==> config.mk <==
export PLATFORM = sky130hd
export DESIGN_NAME = fp_mul_out_stage
export DESIGN_NICKNAME = d
export VERILOG_FILES = /design/src/rtl/fp_mul_out_stage.sv
export SDC_FILE = /design/constraint.sdc
export NUM_CORES = 1
export LEC_CHECK = 0
export ABC_AREA = 0
export BUFFER_PORTS_ARGS = -buffer_cell sky130_fd_sc_hd__buf_4
export CAP_MARGIN = 15
export CORE_MARGIN = 4
export CORE_UTILIZATION = 49
export DETAILED_ROUTE_END_ITERATION = 10
export PLACE_DENSITY = 0.74
export SYNTH_ARGS = -nofsm -noshare
export SYNTH_HDL_FRONTEND = slang
export SYNTH_SLANG_ARGS = --single-unit
==> constraint.sdc <==
create_clock -name clk -period 1.8 [get_ports clk]
set_input_delay 0 -clock clk [delete_from_list [all_inputs] [get_ports clk]]
set_output_delay 0 -clock clk [all_outputs]
set_load 0.02 [all_outputs]
==> src/rtl/fp_mul_out_stage.sv <==
// Registered output stage behind the FP multiplier: 2-entry skid buffer with registered
// in_ready, plus sticky class flags and saturating NaN/infinity counters for polling.
module fp_mul_out_stage #(
  parameter  int NEXP      = 5,
  parameter  int NSIG      = 10,
  parameter  int CNTW      = 8,
  // class flag bit map shared with the multiplier (ZERO=3, SUBNORMAL=4, NORMAL=5)
  localparam int LAST_FLAG = 6,
  localparam int SNAN      = 0,
  localparam int QNAN      = 1,
  localparam int INFINITY  = 2,
  localparam int PW        = NEXP + NSIG + 1
) (
  input  logic                 clk,
  input  logic                 rst,
  input  logic                 in_valid,
  output logic                 in_ready,
  input  logic [PW-1:0]        in_p,
  input  logic [LAST_FLAG-1:0] in_flags,
  output logic                 out_valid,
  input  logic                 out_ready,
  output logic [PW-1:0]        out_p,
  output logic [LAST_FLAG-1:0] out_flags,
  input  logic                 clr,
  output logic [LAST_FLAG-1:0] sticky,
  output logic                 flag_err,
  output logic [CNTW-1:0]      nan_cnt,
  output logic [CNTW-1:0]      inf_cnt,
  output logic [1:0]           occupancy
);

  typedef struct packed {
    logic [PW-1:0]        p;
    logic [LAST_FLAG-1:0] flags;
  } entry_t;

  entry_t head, skid, inEnt;
  logic [1:0] occ, nextOcc;
  logic outValid, inReady, acc, pop;

  assign inEnt = '{p: in_p, flags: in_flags};
  assign acc   = in_valid & inReady;
  assign pop   = outValid & out_ready;

  always_comb begin
    nextOcc = occ;
    case (occ)
      2'd0:    if (acc) nextOcc = 2'd1;
      2'd1:    if (acc && !pop) nextOcc = 2'd2;
               else if (!acc && pop) nextOcc = 2'd0;
      default: if (pop) nextOcc = 2'd1;
    endcase
  end

  // in_ready is derived from the next occupancy so it is a flop, not a comb path
  always_ff @(posedge clk or posedge rst) begin
    if (rst) begin
      head     <= '0;
      skid     <= '0;
      occ      <= 2'd0;
      outValid <= 1'b0;
      inReady  <= 1'b1;
    end else begin
      occ      <= nextOcc;
      outValid <= (nextOcc != 2'd0);
      inReady  <= (nextOcc != 2'd2);
      case (occ)
        2'd0:    if (acc) head <= inEnt;
        2'd1:    if (acc && pop) head <= inEnt;
                 else if (acc) skid <= inEnt;
        default: if (pop) head <= skid;
      endcase
    end
  end

  logic [LAST_FLAG-1:0] stickyBase, stickyNext;
  logic [CNTW-1:0]      nanBase, infBase, nanNext, infNext;
  logic                 errBase, errNext, notOneHot, isNan, isInf;

  assign notOneHot = (in_flags == '0) || ((in_flags & (in_flags - LAST_FLAG'(1))) != '0);
  assign isNan     = in_flags[SNAN] | in_flags[QNAN];
  assign isInf     = in_flags[INFINITY];

  // clear takes effect first so a same-cycle accepted result is still recorded
  always_comb begin
    stickyBase = clr ? '0 : sticky;
    errBase    = clr ? 1'b0 : flag_err;
    nanBase    = clr ? '0 : nan_cnt;
    infBase    = clr ? '0 : inf_cnt;
    stickyNext = stickyBase;
    errNext    = errBase;
    nanNext    = nanBase;
    infNext    = infBase;
    if (acc) begin
      stickyNext = stickyBase | in_flags;
      errNext    = errBase | notOneHot;
      if (isNan && nanBase != '1) nanNext = nanBase + CNTW'(1);
      if (isInf && infBase != '1) infNext = infBase + CNTW'(1);
    end
  end

  always_ff @(posedge clk or posedge rst) begin
    if (rst) begin
      sticky   <= '0;
      flag_err <= 1'b0;
      nan_cnt  <= '0;
      inf_cnt  <= '0;
    end else begin
      sticky   <= stickyNext;
      flag_err <= errNext;
      nan_cnt  <= nanNext;
      inf_cnt  <= infNext;
    end
  end

  assign in_ready  = inReady;
  assign out_valid = outValid;
  assign out_p     = head.p;
  assign out_flags = head.flags;
  assign occupancy = occ;

endmodule

# After elaboration in Yosys (flattened, before gate mapping)
# Cells that the tools add are included.
dict set report word_totals {
  register_bits 71
  in_bits 27
  word_cells 61
}
dict set report op_classes {
  add_sub_neg 3
  eq_ne 6
  muxes 19
  n_bitwise 7
  n_reduce_logical 15
}
# cell count
set op_table {}
lappend op_table {{22-bit 2-to-1 mux} 3}
lappend op_table {{8-bit 2-to-1 mux} 6}
lappend op_table {{22-bit case mux with 2 select lines} 1}
lappend op_table {{8-bit by 1-bit adder with 8-bit output (second input constant)} 2}
lappend op_table {{8-bit != test (second input constant)} 2}
lappend op_table {{6-bit 2-to-1 mux} 2}
lappend op_table {{2-bit 2-to-1 mux} 4}
lappend op_table {{6-bit bitwise AND} 1}
lappend op_table {{6-bit zero test} 1}
lappend op_table {{2-bit != test (second input constant)} 3}
lappend op_table {{6-bit OR} 1}
lappend op_table {{3-bit AND reduction} 2}
lappend op_table {{6-bit nonzero test} 1}
lappend op_table {{6-bit by 1-bit subtractor with 6-bit output (second input constant)} 1}
lappend op_table {{1-bit logical AND} 5}
lappend op_table {{2-bit case mux with 2 select lines} 1}
lappend op_table {{3-bit nonzero test} 1}
lappend op_table {{1-bit bitwise AND} 2}
lappend op_table {{2-bit by 1-bit equality test with 1-bit output (second input constant)} 1}
lappend op_table {{1-bit zero test} 2}
lappend op_table {{2-bit zero test} 1}
lappend op_table {{1-bit 2-to-1 mux} 2}
lappend op_table {{1-bit OR} 2}
lappend op_table {{2-bit nonzero test} 1}
lappend op_table {{other kinds (2)} 2}

# Longest topological paths before layout
# Gate-level depths: netlist of the first run.
dict set report depth {
  ltp_word 7
  mapped_depth 8
  depth_no_buf 6
}

# Least setup slack after synthesis of the first run
# OpenSTA, ideal clock, no wires.
dict set report synth_path {
  path_type {flip-flop to flip-flop}
  from {register inf_cnt[0]}
  to {register inf_cnt[1]}
  t_arrival_ns 1.792
  path_slack_ns -0.117
  path_stages_with_launch 7
  path_buffers 0
  path_cell_list {dfrtp_1 -> nor2b_1 -> ha_1 -> nand3b_1 -> nor4_4 -> or2_2 -> mux2_2}
}
dict set report synth_via {
  elab_chain_cells 5
  elab_cells_between_ends 6
  cone_classes {add/sub (1); eq/ne (1); mux (3); reduce/logical (1)}
}
# element line_no
set synth_lines {}
lappend synth_lines {{start, declared} 28} ;# output logic [CNTW-1:0] inf_cnt,
lappend synth_lines {{start signal, assigned} 112} ;# inf_cnt <= infNext;
lappend synth_lines {{8-bit 2-to-1 mux *} 89} ;# infBase = clr ? '0 : inf_cnt;
lappend synth_lines {{branches (longest 2 deep; another with 8-bit by 1-bit adder with 8-bit output)} -}
lappend synth_lines {{8-bit 2-to-1 mux *} 98} ;# if (isInf && infBase != '1) infNext = infBase + CNTW'(1);
lappend synth_lines {{8-bit 2-to-1 mux *} 94} ;# if (acc) begin
lappend synth_lines {{via infNext[1]} 77} ;# logic [CNTW-1:0] nanBase, infBase, nanNext, infNext;
# Mark *: on every way through the listed nets, which the timed path passes.
# A chain may end at the register's enable or synchronous reset.

# Worst setup path after layout of the first run
dict set report layout_path {
  from {register inReady, in the netlist in_ready}
  to {register skid[5] in the netlist's numbering}
}
dict set report layout_via {
  elab_chain_cells 4
}
# element line_no
set layout_lines {}
lappend layout_lines {{start, declared} 39} ;# logic outValid, inReady, acc, pop;
lappend layout_lines {{start signal, assigned} 66} ;# inReady <= (nextOcc != 2'd2);
lappend layout_lines {{1-bit bitwise AND *} 42} ;# assign acc = in_valid & inReady;
lappend layout_lines {{1-bit logical AND} 69} ;# 2'd1: if (acc && pop) head <= inEnt;
lappend layout_lines {{1-bit NOT (no source line)} -}
lappend layout_lines {{3-bit AND reduction (no source line) *} -}
lappend layout_lines {{end signal, assigned} 70} ;# else if (acc) skid <= inEnt;
lappend layout_lines {{end, declared} 37} ;# entry_t head, skid, inEnt;
# Mark *: on every way between the ends. The rest lies on a longest branch, timed or not.

==> results.md, run 1 <==
Clock network:
- The sink count of the clock tree is 71.
- The H-tree level count is 3.
- The clock root buffer master is sky130_fd_sc_hd__clkbuf_8.
- In this run the deepest clock path goes through 2 buffers.
- The clock tree from TritonCTS is yes.
- The number of buffers inserted during clock tree synthesis is 9.
- The latest clock arrival within the worst-skew pair is 0.34 ns.
- The register clock-pin slew on the reported worst setup and hold paths is around 0.07 ns.

Global route:
- The largest net degree at the start of global routing is 72.
- The via count of the first global-routing pass is 2531.
- The initial antenna violation count is 0.
- The global-route wire length before repair is approximately 12000 um.
- The global-route usage over all layers is 18.63%.
- The final global-route overflow total is 0.

Worst hold path:
- The startpoint identified for the worst hold timing path is out_ready.
- The tightest min-delay check is of the in2reg type.
- The count of cells along the worst hold path is 3.
- The worst hold path endpoint is in_ready.

Setup path:
- The worst reg2reg path depth is 6.
- The slack of the worst reg-to-reg path is 0.05 ns.
- The worst register-to-register path begins at in_ready.
- STA puts the critical path data required time at 2.03 ns.
- The worst path buffer plus inverter count is 2.
- In this run the worst path has a maximum fanout of 10.
- The setup path with the least slack is of type reg2reg.
- On the critical path, the stage with the largest delay is an instance of sky130_fd_sc_hd__dfstp_2.
- The worst setup path is captured at a flop.
- Data arrives at the worst endpoint at about 2 ns.
- The endpoint identified for the worst register-to-register timing path is skid[5].
- STA classifies the critical path startpoint as a flop.
- The critical path goes through and2_4 > nand2_4 > nor3b_4 > buf_4 > buf_12 > mux2_2.
- On the worst path, the slowest cell contributes a delay of 0.53 ns.
- Broken down by cell family, the worst path's largest delay share belongs to flip-flops.

Detailed routing:
- The first detailed-routing pass took 4 iterations.
- The detail-routed via count per cell is 5.316.
- The total routed wirelength is 7404 um.
- Across all layers, the routed design uses 2488 vias.
- After detailed routing, the average wire length per cell comes to 15.82 um.
- For this run, design rule violations remaining after detail routing come to 0.
- The number of DRC markers in iteration 0 is 72.
- The number of nets with antenna violations after routing is 0.

Synth:
- The summed instance area of the synthesized netlist is ~0.0034 mm2.
- The number of nets handed over by synthesis was 293.
- Counting flops with an async set or reset pin after synthesis yields a share of 100.0%.
- The count of unique library cells instantiated by Yosys is 49.
- The number of synthesized register bits is 71.
- During synthesis, Yosys emitted a total of 0 warnings.
- Sequential cells were found to cover between 50 and 60% of the synthesized design area.
- The average cell area after synthesis is between 10 and 15 um2.
- The number of enable-type register cells in the synthesized netlist is 0.
- For this run, the leading register cell type out of synthesis is sky130_fd_sc_hd__dfrtp_1.
- In the synthesized netlist, the number of instances is roughly 260.

Finish:
- 0 antenna diodes ended up in the layout.
- Once layout is complete, the cells apart from fillers number 468.
- The fill cell instance count of the final layout is 435.
- In the final layout, the share of cells above drive strength 1 is 52.94%.
- The relative area change from synthesis to final layout is 42.53%.
- The utilization after layout is 73.70%.
- After the last flow step, the layout net total stands at between 400 and 500.

Power:
- The share of total power consumed by net switching is 31.83%.
- The fraction of power consumed by combinational cells is 42.3%.
- The design draws just over 7000 uW.
- The internal power component is approximately 4900 uW.
- For this design the ratio of total power to cell area is around 1500 mW/mm2.
- The maximum vdd ir drop is 1.169 mV.
- The power share of the sequential group is 35.7%.
- Per report_power, the clock group accounts for a little over a fifth of the total.
- The net switching power figure is 2303 uW.
- The static leakage is 0.002188 uW.

Die:
- The horizontal die dimension is 91.02 um.
- The height of the die is 91.02 um.
- The starting density of the core is 51.70%.
- The number of placed I/O pins is 76.
- The floorplan step defined a die boundary enclosing 0.008284 mm2.
- The floorplan has 29 rows.
- The region available for standard cell placement spans 0.006531 mm2.

Placement:
- The congestion estimate from routability-driven global placement came to 0.7904.
- In this run the tool buffered the top-level ports with 75 buffer cells.
- The number of placed instances, taps included is between 400 and 500.
- The final HPWL from detailed placement is 4868 um.

Timing:
- The total setup violations reported at the end of the flow is 0.
- The count of final hold-check violations is 0.
- Headroom to the max-slew limit came out at 48.80%.
- The clock period could shrink to about 1.7 ns.
- Setup total negative slack on the finished layout was measured at 0 ns.
- The number of pins with negative max-slew slack in the final report is 0.
- The worst hold slack is between 0.015 and 0.02 ns.
- The part of the cycle the worst path needs is 97.06%.
- The slew at the pin closest to its max-slew limit is ~0.76 ns.
- Setup repair after global routing could not meet its margin everywhere.
- Static timing analysis puts the maximum clock frequency at 0.5724 GHz.
- The clock skew after layout is 0.005613 ns.

Run status:
- The flow ran to the end, and the final reports show no timing, DRC or antenna violations.

Run:
- Max-cap violations in this run came to 0.
## area by class of cell
cell class,count,area [um2],area share [%]
multi-input combinational,171,1605,33.35
sequential,71,1779,36.96
tap,77,96.34,2.002
clock buffer,11,151.4,3.145
clock inverter,5,103.9,2.158
timing repair buffer,122,1032,21.45
inverter,11,45.04,0.9358
## sequential cells by signal, summed over array words and instances, names as in the netlist
signal / cells
skid: 22
out_p: 16
inf_cnt: 8
nan_cnt: 8
out_flags: 6
sticky: 6
occupancy: 2
flag_err: 1
in_ready: 1
out_valid: 1
## how the worst max path moves through the flow
stage,startpoint,to,depth (start not counted)
3_3_place_gp,inf_cnt[0],inf_cnt[1],6
2_1_floorplan,inf_cnt[1],inf_cnt[1],6
3_5_place_dp,inf_cnt[0],inf_cnt[1],6
4_1_cts,inf_cnt[0],inf_cnt[5],7
6_report,in_ready,skid[5],6
5_1_grt,inf_cnt[0],inf_cnt[3],7
## cells in the final DEF, fill, tap and decap left out, types with 2 or more instances in the layout
cell type                       synthesis  routed
sky130_fd_sc_hd__dlygate4sd3_1          0      23
sky130_fd_sc_hd__or4_1                  2       2
sky130_fd_sc_hd__nand4b_1               2       2
sky130_fd_sc_hd__buf_4                  4      94
sky130_fd_sc_hd__xnor2_1                8       8
sky130_fd_sc_hd__mux2i_1                3       3
sky130_fd_sc_hd__nand2_1               16      15
sky130_fd_sc_hd__buf_12                 0       3
sky130_fd_sc_hd__nor2b_1                7       4
sky130_fd_sc_hd__a21oi_1                4       3
sky130_fd_sc_hd__nand2b_1               3       3
sky130_fd_sc_hd__nor4_4                 1       2
sky130_fd_sc_hd__dfrtp_1               70      69
sky130_fd_sc_hd__bufinv_16              0       3
sky130_fd_sc_hd__inv_1                 11      10
sky130_fd_sc_hd__nor3_1                 3       2
sky130_fd_sc_hd__nor2_1                10       9
sky130_fd_sc_hd__clkbuf_8               0      11
sky130_fd_sc_hd__a211oi_1               2       2
sky130_fd_sc_hd__nand3_1                4       4
sky130_fd_sc_hd__o21ai_0                8       8
sky130_fd_sc_hd__mux2_2                70      60
sky130_fd_sc_hd__mux2_4                 0      10
sky130_fd_sc_hd__nor2b_4                0       2
## synthesized netlist by cell type, types with 2 or more instances
| cell | count | area share [%] |
|---|---|---|
| sky130_fd_sc_hd__a211oi_1 | 2 | 0.44 |
| sky130_fd_sc_hd__a21oi_1 | 4 | 0.59 |
| sky130_fd_sc_hd__a311oi_1 | 2 | 0.52 |
| sky130_fd_sc_hd__buf_1 | 2 | 0.22 |
| sky130_fd_sc_hd__buf_4 | 4 | 0.89 |
| sky130_fd_sc_hd__buf_6 | 2 | 0.67 |
| sky130_fd_sc_hd__clkbuf_1 | 2 | 0.22 |
| sky130_fd_sc_hd__dfrtp_1 | 70 | 52 |
| sky130_fd_sc_hd__ha_1 | 2 | 0.74 |
| sky130_fd_sc_hd__inv_1 | 11 | 1.2 |
| sky130_fd_sc_hd__mux2_2 | 70 | 23 |
| sky130_fd_sc_hd__mux2i_1 | 3 | 0.89 |
| sky130_fd_sc_hd__nand2_1 | 16 | 1.8 |
| sky130_fd_sc_hd__nand2b_1 | 3 | 0.56 |
| sky130_fd_sc_hd__nand3_1 | 4 | 0.59 |
| sky130_fd_sc_hd__nand4b_1 | 2 | 0.52 |
| sky130_fd_sc_hd__nor2_1 | 10 | 1.1 |
| sky130_fd_sc_hd__nor2b_1 | 7 | 1.3 |
| sky130_fd_sc_hd__nor3_1 | 3 | 0.44 |
| sky130_fd_sc_hd__o21ai_0 | 8 | 1.2 |
| sky130_fd_sc_hd__or4_1 | 2 | 0.44 |
| sky130_fd_sc_hd__xnor2_1 | 8 | 2.1 |
## per-layer routing
metal	vias to the layer above	global-route usage [%]	wire length (um)
met2	60	31.02	3714
met1	1232	24.38	3289
li1	1187	-	-
met5	-	0	0
met4	0	7.538	95
met3	9	3.058	304
## cells by family (layout without fill, tap and decap cells)
family	after synthesis	after routing	synth area share (%)
AOI/OAI and AO/OA	26	26	5.892
xor gates and xnor gates	9	9	2.334
adders and majority gates	2	2	0.7409
buffers and inverters	22	149	3.372
DFF	71	71	52.65
muxes	73	73	24.23
and+or+nand+nor	61	61	10.78
## timing repair
item	CTS	global route
cloned	0	1
hold buffers	23	0
pin swaps	2	6
endpoints found under the hold margin	97	0
gates resized for setup	4	15
setup buffers	3	3
endpoints found under the setup margin	1	21
## power groups by stage
stage               clock network [uW]  logic (uW)  registers, uW
finish                            1590        3060           2580
global route                      1690        3280           2670
CTS                               1630        2990           2590
detailed placement                   0        2940           2610
global placement                     0        2860           2590
floorplan                            0        1510           2980
## stage by stage
stage | area, um2 | setup WS [ns]
floorplan | 3422 | -0.06937
global placement | 4170 | 0.02254
detailed placement | 4170 | -0.04598
CTS | 4692 | -0.009320
global route | 4813 | -0.03210
finish | 4813 | 0.05300
## worst min-delay path, delay by kind of cell
kind	cells	cell delay, ns
simple gates	2	0.25
buf+inv	1	0.08
Note: power is estimated with default switching activity, not from simulation.
==> inputs of run 2 (changes only) <==
Settings changed: ABC_CLOCK_PERIOD_IN_PS set to 1800, PLACE_DENSITY 0.74 to 0.76.
==> results.md, run 2 (synthesized netlist as in run 1, its figures left out) <==
Timing:
- The clock period minus worst slack is 1.783 ns (+0.03587 ns).
- The total setup violations reported at the end of the flow is 0 (unchanged).
- The total negative slack is 0 ns (unchanged).
- The worst slew margin relative to its limit is 54.96% (+6.2 points).
- The final worst-path setup slack is 0.01713 ns (-0.03587 ns).
- The clock skew after layout is 0.006465 ns (+0.0008514 ns).
- The number of pins with negative max-slew slack in the final report is 0 (unchanged).
- The slew at the pin closest to its max-slew limit is 0.6726 ns (-0.09206 ns).
- The count of final hold-check violations is 0 (unchanged).
- Setup repair after global routing could not meet its margin everywhere.
- The achievable clock frequency is 0.5609 GHz (-2.0%).
- The part of the cycle the worst path needs is 99.05% (+2.0 points).

Setup path:
- The signal on the critical path passes through nor2b_4 > ha_4 > nand3b_1 > nor4_4 > buf_4 > nor3_2 > mux2_2.
- The worst setup path is launched from a flop.
- The data required time at the worst endpoint is 2.02 ns (about the same).
- The highest-delay cell along the critical path is sky130_fd_sc_hd__dfrtp_2.
- The critical path start-end classification is reg2reg.
- The biggest fanout along the worst timing path is 4 (-6).
- The data arrival time of the critical path is 2.01 ns (+0.03 ns).
- The worst setup path is captured at a flop.
- The critical path's largest stage delay is 0.36 ns (-0.17 ns).

Detailed routing:
- The detail-routed via count per cell is 5.324 (+0.15%).
- The via total after detailed routing is 2481 (-0.28%).
- The number of DRC markers in iteration 0 is 121 (+68%).
- The total routed wirelength is 7763 um (+4.8%).
- The number of remaining DRC errors came to 0 (unchanged).
- The average wire length per cell after detail routing is 16.66 um (+5.3%).
- The number of iterations in the first detailed-routing pass is 4 (unchanged).
- The number of nets with antenna violations after routing is 0 (unchanged).

Power:
- The cell area power density is 1471 mW/mm2 (-2.2%).
- The part of the total power dissipated in the clock network was 19.5% (-2.5 points).
- The static leakage is 0.002146 uW (-1.9%).
- The internal power component is 4678 uW (-5.1%).
- The share of total power consumed by net switching was 33.02% (+1.2 points).
- The maximum vdd ir drop was 1.018 mV (-13%).
- The power share of the sequential group is 37.3% (+1.6 points).
- The fraction of power consumed by combinational cells is 43.2% (+0.9 points).
- The net switching power figure was 2307 uW (+0.18%).

Die:
- The horizontal die dimension is 91.02 um (unchanged).
- The standard-cell row count is 29 (unchanged).
- The overall die area is 0.008284 mm2 (unchanged).
- The number of placed I/O pins is 76 (unchanged).
- The height of the die is 91.02 um (unchanged).
- The starting density of the core is 51.70% (unchanged).
- The core region area is 0.006531 mm2 (unchanged).

Finish:
- The number of nets in the layout is 414 (-0.24%).
- The filler-free cell count of the finished design was 466 (-0.43%).
- The most common library cell in the layout ignoring fill and taps is sky130_fd_sc_hd__buf_4.
- The fraction of final layout cells sized beyond drive strength 1 is 52.96% (about the same).
- In the layout the commonest cells are sky130_fd_sc_hd__buf_4 (92), sky130_fd_sc_hd__dfrtp_1 (69), sky130_fd_sc_hd__mux2_2 (62).
- The number of antenna cells inserted came to 0 (unchanged).
- The number of flip-flops under the largest register name is 22 (unchanged).
- The final non-filler cell area is 0.004750 mm2 (-1.3%).
- skid holds more flip-flops than any other register.
- From synthesis to final layout, the design area changed by 40.64%.

Global route:
- The global-route wire length before repair came to 12820 um (+4.0%).
- The layer flagged by global routing as most heavily used is met2.
- The via count of the first global-routing pass is 2587 (+2.2%).
- The met3 demand-to-capacity share in global routing is 3.554% (+0.50 points).
- The initial antenna violation count is 0 (unchanged).
- The global routing met2 resource utilization is 32.56% (+1.5 points).
- The largest net degree at the start of global routing is 36 (-50%).
- The met1 capacity usage during global routing is 24.57% (+0.19 points).
- The global-route usage over all layers is 19.30% (+0.66 points).
- The final global-route overflow total is 0 (unchanged).

Clock network:
- The H-tree level count is 3 (unchanged).
- The latest clock arrival within the worst-skew pair is 0.34 ns (about the same).
- The sink count of the clock tree is 71 (unchanged).
- TritonCTS built the clock tree.
- The largest buffer count on any clock path is 2 (unchanged).
- The register clock-pin slew on the reported worst setup and hold paths was 0.07 ns (about the same).
- The number of buffers inserted during clock tree synthesis was 9 (unchanged).
- Clock tree synthesis selected as its root buffer the cell sky130_fd_sc_hd__clkbuf_8.

Worst hold path:
- The path class of the tightest hold or removal check is in2reg.

Placement:
- The number of buffer cells added on primary ports came to 75 (unchanged).
- The placed cell area is 0.004205 mm2 (+0.84%).
- The routability congestion estimate from global placement came to 0.7951 (+0.59%).
- The final HPWL from detailed placement is 5177 um (+6.3%).
- The number of placed instances, taps included is 425 (+0.71%).
- The pre-CTS setup slack came to -0.03080 ns (+0.01518 ns).

Run:
- The number of max-cap violations is 0 (unchanged).

Run status:
- The flow ran to the end, and the final reports show no timing, DRC or antenna violations.
==> run 2: path summary, 6_finish.rpt <==
kind / startpoint / to / slack [ns] / cells after the start
max: inf_cnt[0] / inf_cnt[3] / 0.02 / 7
min: in_valid / flag_err / 0.02 / 3
max reg2reg: inf_cnt[0] / inf_cnt[3] / 0.02 / 7
min reg2reg: skid[5] / skid[5] / 0.50 / 1
max in group asynchronous: rst / in_ready / 0.93 / 4
min in group asynchronous: rst / out_p[12] / 0.27 / 3
==> run 2: per-stage QoR <==
step,hold slack [ns],power (uW),util [%]
after floorplan,0.1168,4499,-
after global placement,0.08000,5487,64.39
after detailed placement,0.08721,5586,64.39
after CTS,0.001370,7035,71.99
after global routing,0.01663,7382,72.72
final,0.01545,6985,72.72
==> run 2: power groups by stage <==
stage | combinational (uW) | clock, uW | sequential [uW]
2_1_floorplan | 1510 | 0 | 2980
5_1_grt | 3240 | 1470 | 2670
6_report | 3020 | 1360 | 2600
3_5_place_dp | 2960 | 0 | 2620
4_1_cts | 3040 | 1400 | 2600
3_3_place_gp | 2900 | 0 | 2580
==> run 2: layout make-up <==
type | instances | area, um2
tap | 77 | 96.34
inverter | 11 | 45.04
fill | 477 | 1782
clock inverter | 6 | 86.33
timing repair buffer | 121 | 1022
clock buffer | 9 | 123.9
multi-input combinational | 171 | 1597
sequential | 71 | 1779
==> run 2: worst max-delay path: cells and delay by family (launching register included) <==
family | cells | cell delay, ns
multiplexers | 1 | 0.27
adder cells (fa/ha/maj) | 1 | 0.15
AND/OR/NAND/NOR | 4 | 0.71
buffers and inverters | 1 | 0.18
flip-flops | 1 | 0.36
==> run 2: what timing repair did <==
item / 4_1_cts / 5_1_grt
endpoints found under the hold margin: 50 / 0
hold buffers: 24 / 0
pin swaps: 3 / 4
resized for setup: 9 / 9
setup buffers: 1 / 1
endpoints found under the setup margin: 3 / 10
==> run 2: metal layers <==
layer,vias up,share of wire (%)
met5,-,0
met4,0,1.9
met1,1226,43
met3,16,3.5
met2,62,52
li1,1177,-
==> inputs of run 3 (changes only) <==
Settings changed: ABC_AREA 0 to 1.
==> results.md, run 3 <==
Setup path:
- The biggest fanout along the worst timing path is 44 (+40).
- The data arrival time of the critical path was 1.91 ns (-0.10 ns).
- In this design, the largest share of critical-path delay is due to flip-flops.
- The reg-to-reg endpoint is out_p[0].
- The launch point of the worst reg-to-reg path is in_ready.
- The data required time at the worst endpoint came to 2.06 ns (+0.04 ns).
- The critical path's largest stage delay is 0.53 ns (+0.17 ns).
- The critical path is of the reg2reg type.
- The type of destination of the critical path is a flop.
- The signal on the critical path passes through nand2_1 > buf_4 > nand2_1 > nand2_2 > inv_4 > nor2_1 > a31oi_1.
- In this design, the critical path's most frequently occurring cell is sky130_fd_sc_hd__nand2_1.
- The worst reg2reg path depth was 7 (unchanged).
- The highest-delay cell along the critical path is sky130_fd_sc_hd__dfstp_2.
- STA classifies the critical path startpoint as a flop.
- The worst path buffer plus inverter count was 2 (+1).
- The slack of the worst reg-to-reg path came to 0.15 ns (+0.13 ns).

Finish:
- Counting flops per register, the top entry is skid.
- The library cells used most frequently in the layout, excluding fill and tap cells, are sky130_fd_sc_hd__nand2_1 (106), sky130_fd_sc_hd__buf_4 (82), sky130_fd_sc_hd__dfrtp_1 (70).
- The relative area change from synthesis to final layout is 29.93%.
- The fill cell instance count of the final layout was 541 (+13%).
- The library cell used most frequently in the layout, excluding fill and tap cells, is sky130_fd_sc_hd__nand2_1.
- The number of flip-flops under the largest register name was 22 (unchanged).
- The number of nets in the layout is 516 (+25%).
- The number of antenna cells inserted is 0 (unchanged).
- The utilization after layout was 66.58% (-6.1 points).
- The fraction of final layout cells sized beyond drive strength 1 is 30.08% (-23 points).

Global route:
- The initial antenna violation count was 0 (unchanged).
- The final global-route overflow total is 0 (unchanged).
- The global-route wire length before repair is 13790 um (+7.6%).
- The global-route usage over all layers is 20.04% (+0.75 points).
- The via count of the first global-routing pass is 2893 (+12%).
- The largest net degree at the start of global routing is 46 (+28%).

Timing:
- The clock period minus worst slack is 1.650 ns (-0.1328 ns).
- The worst hold slack is 0.06164 ns (+0.04619 ns).
- The number of pins with negative max-slew slack in the final report came to 0 (unchanged).
- The slew at the pin closest to its max-slew limit was 0.5574 ns (-0.1152 ns).
- The total negative slack is 0 ns (unchanged).
- The clock skew after layout is 0.01022 ns (+0.003752 ns).
- The count of final hold-check violations is 0 (unchanged).
- The worst slew margin relative to its limit is 62.84% (+7.9 points).
- The achievable clock frequency is 0.6060 GHz (+8.1%).
- The total setup violations reported at the end of the flow was 0 (unchanged).
- Setup repair after global routing left no endpoint under its margin.
- The part of the cycle the worst path needs is 91.67% (-7.4 points).

Die:
- The height of the die is 92.75 um (+1.9%).
- The horizontal die dimension is 92.75 um (+1.9%).
- The overall die area is 0.008603 mm2 (+3.8%).
- The standard-cell row count is 30 (+3.4%).
- The core region area came to 0.006869 mm2 (+5.2%).
- The number of placed I/O pins is 76 (unchanged).
- The starting density of the core is 51.24% (-0.47 points).

Clock network:
- The H-tree level count came to 3 (unchanged).
- The latest clock arrival within the worst-skew pair was 0.35 ns (about the same).
- The number of buffers inserted during clock tree synthesis is 9 (unchanged).
- The sink count of the clock tree is 71 (unchanged).
- The count of buffers added by post-CTS timing repair for setup was 0 (-1).
- The root buffer cell chosen for the clock tree is sky130_fd_sc_hd__clkbuf_8.
- The largest buffer count on any clock path is 2 (unchanged).
- The register clock-pin slew on the reported worst setup and hold paths came to 0.08 ns (about the same).
- TritonCTS built the clock tree.

Worst hold path:
- The tightest min-delay check is of the in2reg type.
- The count of cells along the worst hold path came to 4 (+1).
- The startpoint identified for the worst hold timing path is clr.
- The worst hold path terminates at inf_cnt[1].

Synth:
- After synthesis, the most frequently instantiated cells are sky130_fd_sc_hd__nand2_1 (106), sky130_fd_sc_hd__dfrtp_1 (70), sky130_fd_sc_hd__inv_1 (41), sky130_fd_sc_hd__nor2_1 (39), sky130_fd_sc_hd__a31oi_1 (22).
- The async set-or-reset flop fraction in the synthesized netlist is 100.0% (unchanged).
- The average cell area after synthesis is 9.166 um2 (-28%).
- The number of synthesized register bits is 71 (unchanged).
- The portion of the post-synthesis area used by sequential elements is 50.52% (-2.1 points).
- The number of instances in the synthesized netlist is 384 (+45%).
- By instance count, the leading cell after synthesis is sky130_fd_sc_hd__nand2_1.
- The cell type with the largest total area after synthesis is sky130_fd_sc_hd__dfrtp_1.
- The number of enable-type register cells in the synthesized netlist is 0 (unchanged).
- The post-synth net total is 413 (+41%).
- The count of unique library cells instantiated by Yosys is 32 (-35%).
- The summed instance area of the synthesized netlist came to 0.003520 mm2 (+4.2%).
- Sorting the synthesized cells by area gives the leading types as sky130_fd_sc_hd__dfrtp_1 (50%), sky130_fd_sc_hd__nand2_1 (11%), sky130_fd_sc_hd__mux2_4 (6.8%).
- The most used flip-flop cell after synthesis is sky130_fd_sc_hd__dfrtp_1.
- The fraction of post-synthesis cell area in the top cell type by area is 49.77% (-2.1 points).
- The synthesis warning total is 0 (unchanged).

Power:
- The static leakage is 0.002323 uW (+8.2%).
- The maximum vdd ir drop came to 0.5930 mV (-42%).
- The cell area power density came to 1455 mW/mm2 (-1.0%).

Detailed routing:
- The number of nets with antenna violations after routing is 0 (unchanged).
- The total routed wirelength is 8256 um (+6.4%).
- The average wire length per cell after detail routing is 14.04 um (-16%).
- The number of iterations in the first detailed-routing pass came to 7 (+3).
- The number of remaining DRC errors is 0 (unchanged).
- The detail-routed via count per cell is 4.935 (-7.3%).
- The via total after detailed routing was 2902 (+17%).
- The number of DRC markers in iteration 0 is 146 (+21%).

Placement:
- The routability congestion estimate from global placement came to 0.7662 (-3.6%).
- The final HPWL from detailed placement is 5576 um (+7.7%).
- The number of buffer cells added on primary ports is 75 (unchanged).

Run status:
- The flow ran to the end, and the final reports show no timing, DRC or antenna violations.

Run:
- The number of max-cap violations is 0 (unchanged).
## run 3: cell families after synthesis
logic type	count (synthesis)	share of synthesized area (%)
AO/OA/AOI/OAI	49	8.461
multiplexers	16	6.825
AND/OR/NAND/NOR	182	24.14
XOR/XNOR	3	0.7467
adder cells (fa/ha/maj)	2	0.7109
buffers and inverters	61	8.603
flip-flops	71	50.52
## run 3: area by class of cell
type | count | area (um2) | share of cell area (%)
Sequential cell | 71 | 1778 | 38.88
Inverter | 46 | 180.2 | 3.940
Clock inverter | 7 | 61.31 | 1.341
Timing Repair Buffer | 107 | 865.8 | 18.93
Tap cell | 96 | 120.1 | 2.627
Clock buffer | 9 | 123.9 | 2.709
Multi-Input combinational cell | 252 | 1444 | 31.57
## run 3: routing by layer
metal	part of all wire, %	track usage (%)	routed length (um)	vias to the layer above
li1	-	-	-	1426
met1	46	26.59	3758	1390
met2	49	32.93	4065	73
met3	4.0	3.656	331	13
met4	1.2	7.204	100	0
met5	0	0	0	-
## run 3: stage by stage
stage / setup slack, ns / power [uW] / cells / instance area [um2]
floorplan: 0.005088 / 4512 / 384 / 3520
global placement: 0.2087 / 5328 / 547 / 4133
detailed placement: 0.1628 / 5425 / 547 / 4133
CTS: 0.1522 / 6682 / 588 / 4568
global route: 0.01198 / 7089 / 588 / 4573
finish: 0.1500 / 6656 / 588 / 4573
## run 3: worst max path at each step
stage                     depth (start not counted)       start    endpoint  slack (ns)
after floorplan                                   1         rst    flag_err       0.005
after global placement                           10  inf_cnt[0]  inf_cnt[3]        0.21
after detailed placement                          7    in_ready    out_p[7]        0.16
after CTS                                         7    in_ready    out_p[7]        0.15
after global routing                             10  inf_cnt[0]  inf_cnt[5]        0.01
final                                             7    in_ready    out_p[0]        0.15
## run 3: tightest hold or removal path: cells and delay by family
| kind | cells | cell delay (ns) |
|---|---|---|
| buffers and inverters | 1 | 0.20 |
| and+or+nand+nor | 3 | 0.17 |
## run 3: report_power, final
part	total, uW	switching [uW]	internal [uW]	leakage, uW
sequential	2590	364	2220	0.000863
combinational	2870	1610	1250	0.00137
clock	1200	676	526	0.0000888
## run 3: what timing repair did
item                                    4_1_cts  5_1_grt
hold buffers                                 25        0
endpoints found under the setup margin        0        6
gates resized for setup                       0        2
endpoints found under the hold margin       117        0
